===== src/rtl/bitserial_and15.sv =====
// Bit-serial 15-bit AND: operands are latched on accept, then one result bit is
// produced per clock, LSB first, with a valid/ready handshake on both sides.
module bitserial_and15 (
  input  logic        clock,
  input  logic        reset,
  input  logic [14:0] a,
  input  logic [14:0] b,
  input  logic        in_valid,
  output logic        in_ready,
  output logic [14:0] out,
  output logic        out_valid,
  input  logic        out_ready,
  output logic        busy
);

  localparam logic [1:0] IDLE = 2'd0;
  localparam logic [1:0] RUN  = 2'd1;
  localparam logic [1:0] DONE = 2'd2;

  logic [1:0]  state;
  logic [3:0]  cnt;
  logic [14:0] a_reg;
  logic [14:0] b_reg;
  logic [14:0] res;
  logic [14:0] bit_sel;
  logic [14:0] res_next;

  // One-hot select of the bit being computed this cycle.
  for (genvar gi = 0; gi < 15; gi++) begin : g_sel
    assign bit_sel[gi] = (cnt == 4'(gi));
  end

  // res is cleared on accept, so OR-ing in the selected bit is a plain write.
  assign res_next = res | (a_reg & b_reg & bit_sel);

  always_ff @(posedge clock) begin
    if (reset) begin
      state <= IDLE;
      cnt   <= 4'd0;
      a_reg <= 15'd0;
      b_reg <= 15'd0;
      res   <= 15'd0;
    end else begin
      case (state)
        IDLE: begin
          if (in_valid) begin
            a_reg <= a;
            b_reg <= b;
            res   <= 15'd0;
            cnt   <= 4'd0;
            state <= RUN;
          end
        end
        RUN: begin
          res <= res_next;
          if (cnt == 4'd14) begin
            cnt   <= 4'd0;
            state <= DONE;
          end else begin
            cnt <= cnt + 4'd1;
          end
        end
        DONE: begin
          if (out_ready) begin
            state <= IDLE;
          end
        end
        default: begin
          state <= IDLE;
          cnt   <= 4'd0;
        end
      endcase
    end
  end

  assign in_ready  = (state == IDLE);
  assign busy      = (state == RUN);
  assign out_valid = (state == DONE);
  assign out       = res;

endmodule


===== config.mk =====
export PLATFORM = sky130hd
export DESIGN_NAME = bitserial_and15
export DESIGN_NICKNAME = d
export VERILOG_FILES = /design/src/rtl/bitserial_and15.sv
export SDC_FILE = /design/constraint.sdc
export NUM_CORES = 1
export LEC_CHECK = 0
export CORE_ASPECT_RATIO = 1.2
export CORE_MARGIN = 2
export CORE_UTILIZATION = 25
export DETAILED_ROUTE_END_ITERATION = 6
export GPL_TIMING_DRIVEN = 1
export HOLD_SLACK_MARGIN = 0.12
export PLACE_DENSITY = 0.48
export SYNTH_ARGS = -nofsm -noshare
export SYNTH_HDL_FRONTEND = slang
export SYNTH_SLANG_ARGS = --single-unit

===== constraint.sdc =====
create_clock -name clock -period 1.3 [get_ports clock]
set_input_delay 0.325 -clock clock [delete_from_list [all_inputs] [get_ports clock]]
set_output_delay 0.325 -clock clock [all_outputs]
set_load 0.01 [all_outputs]

Word-level counts from Yosys, hierarchy flattened
Cells that the tools add are included.
- RAM bits: 0
- input bits: 34
- memory bits (read-only): 0
- word-level logic and storage cells: 45
- memories: 0
- output and inout port bits: 18
- bits in latches: 0
- register bits after elaboration: 51
- mux-type cells: 9
- $mul: 0
- add/sub/neg operators: 1
- reduce and logical (&&, ||, !) cells: 7
- order comparisons: 0
- shifts and indexed selects: 0
- equality and inequality tests: 19
- bitwise gates (word level): 4
- div/mod/pow operators: 0
- operators with widths (cell ; count):
    bitwise AND 15 bit ; 2
    case mux 15 bit (2 select lines) ; 1
    == test 4 bit, second input constant ; 7
    == test 4 x 3 -> 1 bit, second input constant ; 4
    two-way mux 15 bit ; 1
    bitwise OR 15 bit ; 1
    case mux 4 bit (3 select lines) ; 1
    == test 4 x 2 -> 1 bit, second input constant ; 2
    two-way mux 4 bit ; 2
    two-way mux 2 bit ; 3
    case mux 2 bit (3 select lines) ; 1
    AND reduction 2 bit ; 3
    adder 4 x 1 -> 4 bit, second input constant ; 1
    == test 4 x 1 -> 1 bit, second input constant ; 1
    logical NOT 4 bit ; 1
    != test 2 x 1 -> 1 bit, second input constant ; 2
    AND reduction 3 bit ; 1
    == test 2 x 1 -> 1 bit, second input constant ; 1
    == test 2 bit, second input constant ; 1
    logical NOT 2 bit ; 1
    != test 2 bit, second input constant ; 1
    nonzero test 2 bit ; 1
    NOT 1 bit ; 1

Logic depth before layout (Yosys ltp)
Gate-level depths: netlist of the first run.
- word-level depth: 4
- depth in mapped cells: 5
- depth with buffers taken out: 3

Worst setup path before layout of the first run
Ideal clock, no wire load.
- kind: register -> register
- start point: register state[1]
- end point: register a_reg[11]
- setup time: 0.134 ns
- path buffers: 2
- cell stages (with the launch flop): 6
- setup slack: 0.102 ns
- clock period less this slack: 1.198 ns
- required time: 1.166 ns
- arrival time: 1.064 ns
- path through: dfxtp_1 > or3b_1 > buf_2 > buf_6 > nand2_1 > a21oi_1
- word-level cells in the longest chain between the ends: 2
- ends and longest elaborated chain (what ; line ; RTL):
    start, declared ; 20 ; logic [1:0] state;
    start signal, assigned ; 38 ; state <= IDLE;
    start signal, assigned ; 51 ; state <= RUN;
    start signal, assigned ; 58 ; state <= DONE;
    logical NOT 2 bit ; 44 ; case (state)
    AND reduction 2 bit (no line) ; -- ;
    end signal, assigned ; 40 ; a_reg <= 15'd0;
    end signal, assigned ; 47 ; a_reg <= a;
    end, declared ; 22 ; logic [14:0] a_reg;
No other way between the ends.
A chain may end at the register's enable or synchronous reset.

Worst setup path in the final report of the first run
- start point: register state[1]
- end point: register b_reg[12]
- word-level cells in the longest chain between the ends: 2
- ends and longest elaborated chain (what ; line ; RTL):
    logical NOT 2 bit ; 44 ;
    AND reduction 2 bit (no line) ; -- ;
    end signal, assigned ; 41 ; b_reg <= 15'd0;
    end signal, assigned ; 48 ; b_reg <= b;
    end, declared ; 23 ; logic [14:0] b_reg;
No other way between the ends.

==> results of run 1 <==
critical path: stages (launching register included):
cell and delay, ns:
dfxtp_4 0.37, buf_6 0.11, or3b_4 0.46, clkbuf_16 0.21
nand2_4 0.06, a21oi_1 0.05
logic make-up after synthesis:
family / count (synthesis)
DFF: 51
AOI/OAI and AO/OA: 55
buffers and inverters: 20
and+or+nand+nor: 118
synth_stat cells, types with 2 or more instances:
master    instances
nand2_1          77
dfxtp_1          51
a21oi_1          46
nand4_1          13
clkbuf_1          6
buf_6             5
buf_4             4
nor2_1            4
nor2b_1           4
and2_1            3
buf_2             3
a311oi_1          2
and4bb_2          2
nand4b_1          2
nor4b_4           2
layer usage:
layer | vias to the layer above | track usage (%) | wire length (um)
met5 | - | 0 | 0
met4 | 0 | 4.576 | 53
met3 | 2 | 2.470 | 209
met2 | 36 | 21.16 | 3009
met1 | 897 | 15.93 | 2620
li1 | 950 | - | -
worst min-delay path by stage:
stage	from	to
final	reset	cnt[0]
after global routing	reset	cnt[0]
after CTS	reset	cnt[0]
after detailed placement	b_reg[8]	b_reg[8]
after global placement	a_reg[7]	a_reg[7]
after floorplan	a_reg[7]	a_reg[7]
cell type report:
class | count | share of cell area (%)
clock buffer | 6 | 2.683
sequential | 51 | 33.54
tap | 95 | 3.862
timing repair buffer | 71 | 24.96
inverter | 1 | 0.1220
multi-input combinational | 173 | 33.70
clock inverter | 2 | 1.138
what timing repair did:
action	CTS	global route
hold endpoints to repair	0	0
setup buffers	6	0
resized for setup	55	41
pin swaps	4	12
setup endpoints to repair	66	58
cloned	2	3
report_power, final:
part | internal (W) | switching [W]
Sequential | 0.00164 | 0.0000616
Clock | 0.000623 | 0.000499
Combinational | 0.000371 | 0.000313
Total | 0.00263 | 0.000874
through the flow:
step	area [um^2]	util, %	TNS, ns
2_1_floorplan	2069	-	0
3_3_place_gp	2686	33.32	-19.88
3_5_place_dp	2686	33.32	-20.57
4_1_cts	2982	36.98	-2.473
5_1_grt	3078	38.18	-4.207
6_report	3078	38.18	-2.016
==> flow_summary.yaml, run 1 <==
sta:
  max_slew_margin_pct: 75.38
  rsz0062_at_grt: "yes"
  worst_hold_slack_ns: 0.3587
  max_freq_mhz: 730.5
  period_share_pct: 105.3
  fin_skew_ns: 0.007920
  setup_violations: 44
  hold_viol: 0
  slew_viol_final: 0
  setup_ws_ns: -0.06885
  finalCriticalPeriod_ns: 1.369
  worstMarginPinSlew_ns: 0.3689
yosys:
  synthSimpleGateAreaFrac_pct: 29.69
  yosysWarningCount: 0
  ys_types: 35
  synthTopCellsByArea: "dfxtp_1, nand2_1, a21oi_1"
  synth-compound-area-share_pct: 14.57
  synth_ff_type: "dfxtp_1"
  ys_seq_elements: 51
  synth_edf_count: 0
  syn_area_per_cell_um2: 8.481
  synth_top_family_by_area: "simple AND/OR/NAND/NOR gates"
  async_flop_share_pct: 0
  syn_inst: 244
  synth-adder-area-share_pct: 0
  synth_xor_area_share_pct: 0
  syn_nets: 278
  muxShareOfSynthArea_pct: 0
  yosys.area.top_type: "dfxtp_1"
  yosysSeqAreaShare_pct: 49.33
  yosysTopAreaCellShare_pct: 49.33
  synth_area_um2: 2069
final_layout:
  mostFrequentLayoutCell: "nand2_1"
  n_antenna_cell: 0
  final_cell_mix: "nand2_1, dfxtp_1, a21oi_1"
  ff_latch_area_um2: 1032
  finalNonFillerCells: 399
  drive_gt1_share_pct: 24.67
  multi_input_area_um2: 1037
  final_nets: 337
  area_growth_pct: 48.73
  nFillCells: 833
power:
  power.density_nw_per_um2: 1140
  p_leak_nw: 1.165
  power_w: 0.003508
  peakVddDrop_v: 0.0003727
clock_network:
  numCtsBuffers: 5
  hold_buffers: 0
  cts.clk_slew.worst_paths_ns: 0.08
  h-tree-depth: 2
  cts_tree: "done"
  cts-root-buf: "clkbuf_8"
  cts_sinks: 51
  clock_tree.buffer_depth: 2
  clk_latency_ns: 0.30
drt:
  vias: 1885
  vias_per_cell: 4.724
  drt-total-wl_mm: 5.891
  drc: 0
  drt_iter0_markers: 159
  wl_per_cell_um: 14.76
  ant_nets: 0
  drtPass1Iterations: 4
setup_path:
  cp-start-kind: "register"
  worstSetupEndpointType: "register"
  rrSetupSlack_ns: -0.07
  reg2reg_depth: 5
  cp-endpoint: "b_reg[12]"
  timing.rr.start: "state[1]"
  crit_fanout: 7
  critPathKind: "register to register"
  cp.arrival_ns: 1.55
  r2r-end: "b_reg[12]"
  worstPathRequired_ns: 1.48
  crit_start: "state[1]"
die:
  dieArea_um2: 9025
  coreArea_um2: 8063
  rows: 36
  start_util_pct: 25.67
  ios: 52
  die_h_um: 103.7
  die_x_um: 87.06
global_routing:
  grt_start_max_net_pins: 53
  antenna_found_initial: 0
  gr-total-overflow: 0
  grtUsageTotal_pct: 12.68
  grt_pass1_wl_mm: 9.087
  grt_pass1_vias: 1879
placed_design:
  place_congestion: 0.7320
  dpl.cell_count: 383
  dp_slack_ns: -0.4503
  io_buffers: 51
  dp_hpwl_mm: 3.704
outcome:
  status: "finished with violations"
  violations: "setup timing"
min_path:
  min_path_type: "primary input to register"
  holdPathStages: 3
flow_run:
  cap_viol_max_count: 0
No activity file was read; power rests on OpenSTA's default activity.
==> run 2, diff against run 1 <==
ABC_AREA = 1   (was unset)
CAP_MARGIN = 15   (was unset)
==> flow_summary.yaml, run 2 <==
clock_network:
  postCtsSetupBuffers: 0
  cts_tree: "done"
  numCtsBuffers: 5
  cts.clk_slew.worst_paths_ns: 0.10
  clock_tree.buffer_depth: 2
  cts_sinks: 51
  hold_buffers: 0
  clk_latency_ns: 0.31
  h-tree-depth: 2
  cts-root-buf: "clkbuf_8"
placed_design:
  dp_hpwl_mm: 3.909
  dp_slack_ns: -0.2710
  io_buffers: 51
  place_congestion: 0.7970
setup_path:
  worst-path-buf-inv: 1
  worstPathRequired_ns: 0.98
  cpMaxStageDelayCell: "dfxtp_4"
  cp-start-kind: "register"
  critPathMaxStageDelay_ns: 0.38
  cp.arrival_ns: 0.96
  cp_top_family: "flip-flops"
  critPathKind: "register to output port"
  worstSetupEndpointType: "output port"
  path_cells: "nor2_4 > buf_6"
  crit_fanout: 5
yosys:
  yosysTopAreaCellShare_pct: 50.03
  yosysWarningCount: 0
  syn_area_per_cell_um2: 7.558
  synth_ff_type: "dfxtp_1"
  yosys.area.top_type: "dfxtp_1"
  yosysMostFrequentCell: "nor2_1"
  synth_edf_count: 0
  yosysSeqAreaShare_pct: 50.03
  async_flop_share_pct: 0
  ys_types: 19
  synth_commonest_cells: "nor2_1, dfxtp_1, nand2_1, o21ai_0"
  synth_area_um2: 2041
  ys_seq_elements: 51
  syn_inst: 270
  syn_nets: 304
  synthTopCellsByArea: "dfxtp_1, nor2_1, o21ai_0"
global_routing:
  grt_start_max_net_pins: 24
  gr-total-overflow: 0
  antenna_found_initial: 0
  grt_pass1_vias: 1745
  grtUsageTotal_pct: 12.31
  grt_pass1_wl_mm: 8.466
sta:
  setup_violations: 0
  slew_viol_final: 0
  rsz0062_at_grt: "yes"
  fin_skew_ns: 0.008232
  setup_ws_ns: 0.01068
  period_share_pct: 99.18
  finalCriticalPeriod_ns: 1.289
  hold_viol: 0
  worstMarginPinSlew_ns: 0.2264
  worst_hold_slack_ns: 0.4650
  max_slew_margin_pct: 84.88
  max_freq_mhz: 775.6
flow_run:
  cap_viol_max_count: 0
die:
  rows: 36
  die_x_um: 86.48
  dieArea_um2: 8904
  start_util_pct: 25.45
  die_h_um: 103.0
  ios: 52
  coreArea_um2: 8018
outcome:
  status: "complete, no violations"
drt:
  drc: 0
  wl_per_cell_um: 12.50
  drt_iter0_markers: 104
  vias_per_cell: 4.443
  drtPass1Iterations: 4
  ant_nets: 0
  vias: 1884
  drt-total-wl_mm: 5.301
final_layout:
  mostFrequentLayoutCell: "nor2_1"
  drive_gt1_share_pct: 11.85
  final_cell_mix: "nor2_1, dfxtp_1, nand2_1"
  final_nets: 362
  area_growth_pct: 40.34
  n_antenna_cell: 0
  utilization_pct: 35.72
power:
  p_leak_nw: 1.170
  power.density_nw_per_um2: 1248
  peakVddDrop_v: 0.0004241
  power_w: 0.003574
min_path:
  min_path_type: "register to register"
## run 2: layout make-up
type,instances,area [um^2]
repair buffers,64,661.9
clock buffers,5,68.82
clock inverters,3,46.29
multi-input cells,192,883.3
inverters,14,57.56
well taps,95,118.9
flip-flops and latches,51,1027
fillers,855,5154
## run 2: final timing paths
check	cells after the start	slack [ns]	end	startpoint
worst max register to register	7	0.05	b_reg[12]	state[0]
worst max-delay path	2	0.01	busy	state[1]
worst min-delay path	2	0.47	out[4]	out[4]
worst min register to register	2	0.47	out[4]	out[4]
## run 2: cell families after synthesis
family,count (synthesis),share of synthesized area [%]
buffers and inverters,27,7.603
AO/OA/AOI/OAI,51,12.69
flip-flops,51,50.03
AND/OR/NAND/NOR,141,29.68
## run 2: per-layer routing
layer | vias to the layer above | GRT usage, % | wire, um
met4 | 0 | 3.966 | 73
met3 | 6 | 2.082 | 125
met1 | 851 | 14.95 | 2401
li1 | 1000 | - | -
met5 | - | 0 | 0
met2 | 27 | 22.07 | 2701
## run 2: stage by stage
| step | setup TNS, ns | cells | area, um^2 |
|---|---|---|---|
| after CTS | -0.02492 | 424 | 2836 |
| after floorplan | 0 | 270 | 2041 |
| after global placement | -8.500 | 416 | 2730 |
| final | 0 | 424 | 2864 |
| after global routing | -0.07256 | 424 | 2864 |
| after detailed placement | -8.830 | 416 | 2730 |
## run 2: tightest hold or removal path, stage by stage (launching register included)
cell and delay [ns]:
dfxtp_1 0.32, nand2_1 0.06, a21oi_1 0.05
## run 2: what timing repair did
item | CTS | global route
pin swaps | 2 | 1
gates resized for setup | 36 | 24
endpoints found under the setup margin | 21 | 27
## run 2: power by group
part / internal [W] / leakage, nW / switching [W]
combinational: 0.000331 / 0.696 / 0.000358
sequential: 0.00169 / 0.420 / 0.0000716
clock: 0.000580 / 0.0548 / 0.000547
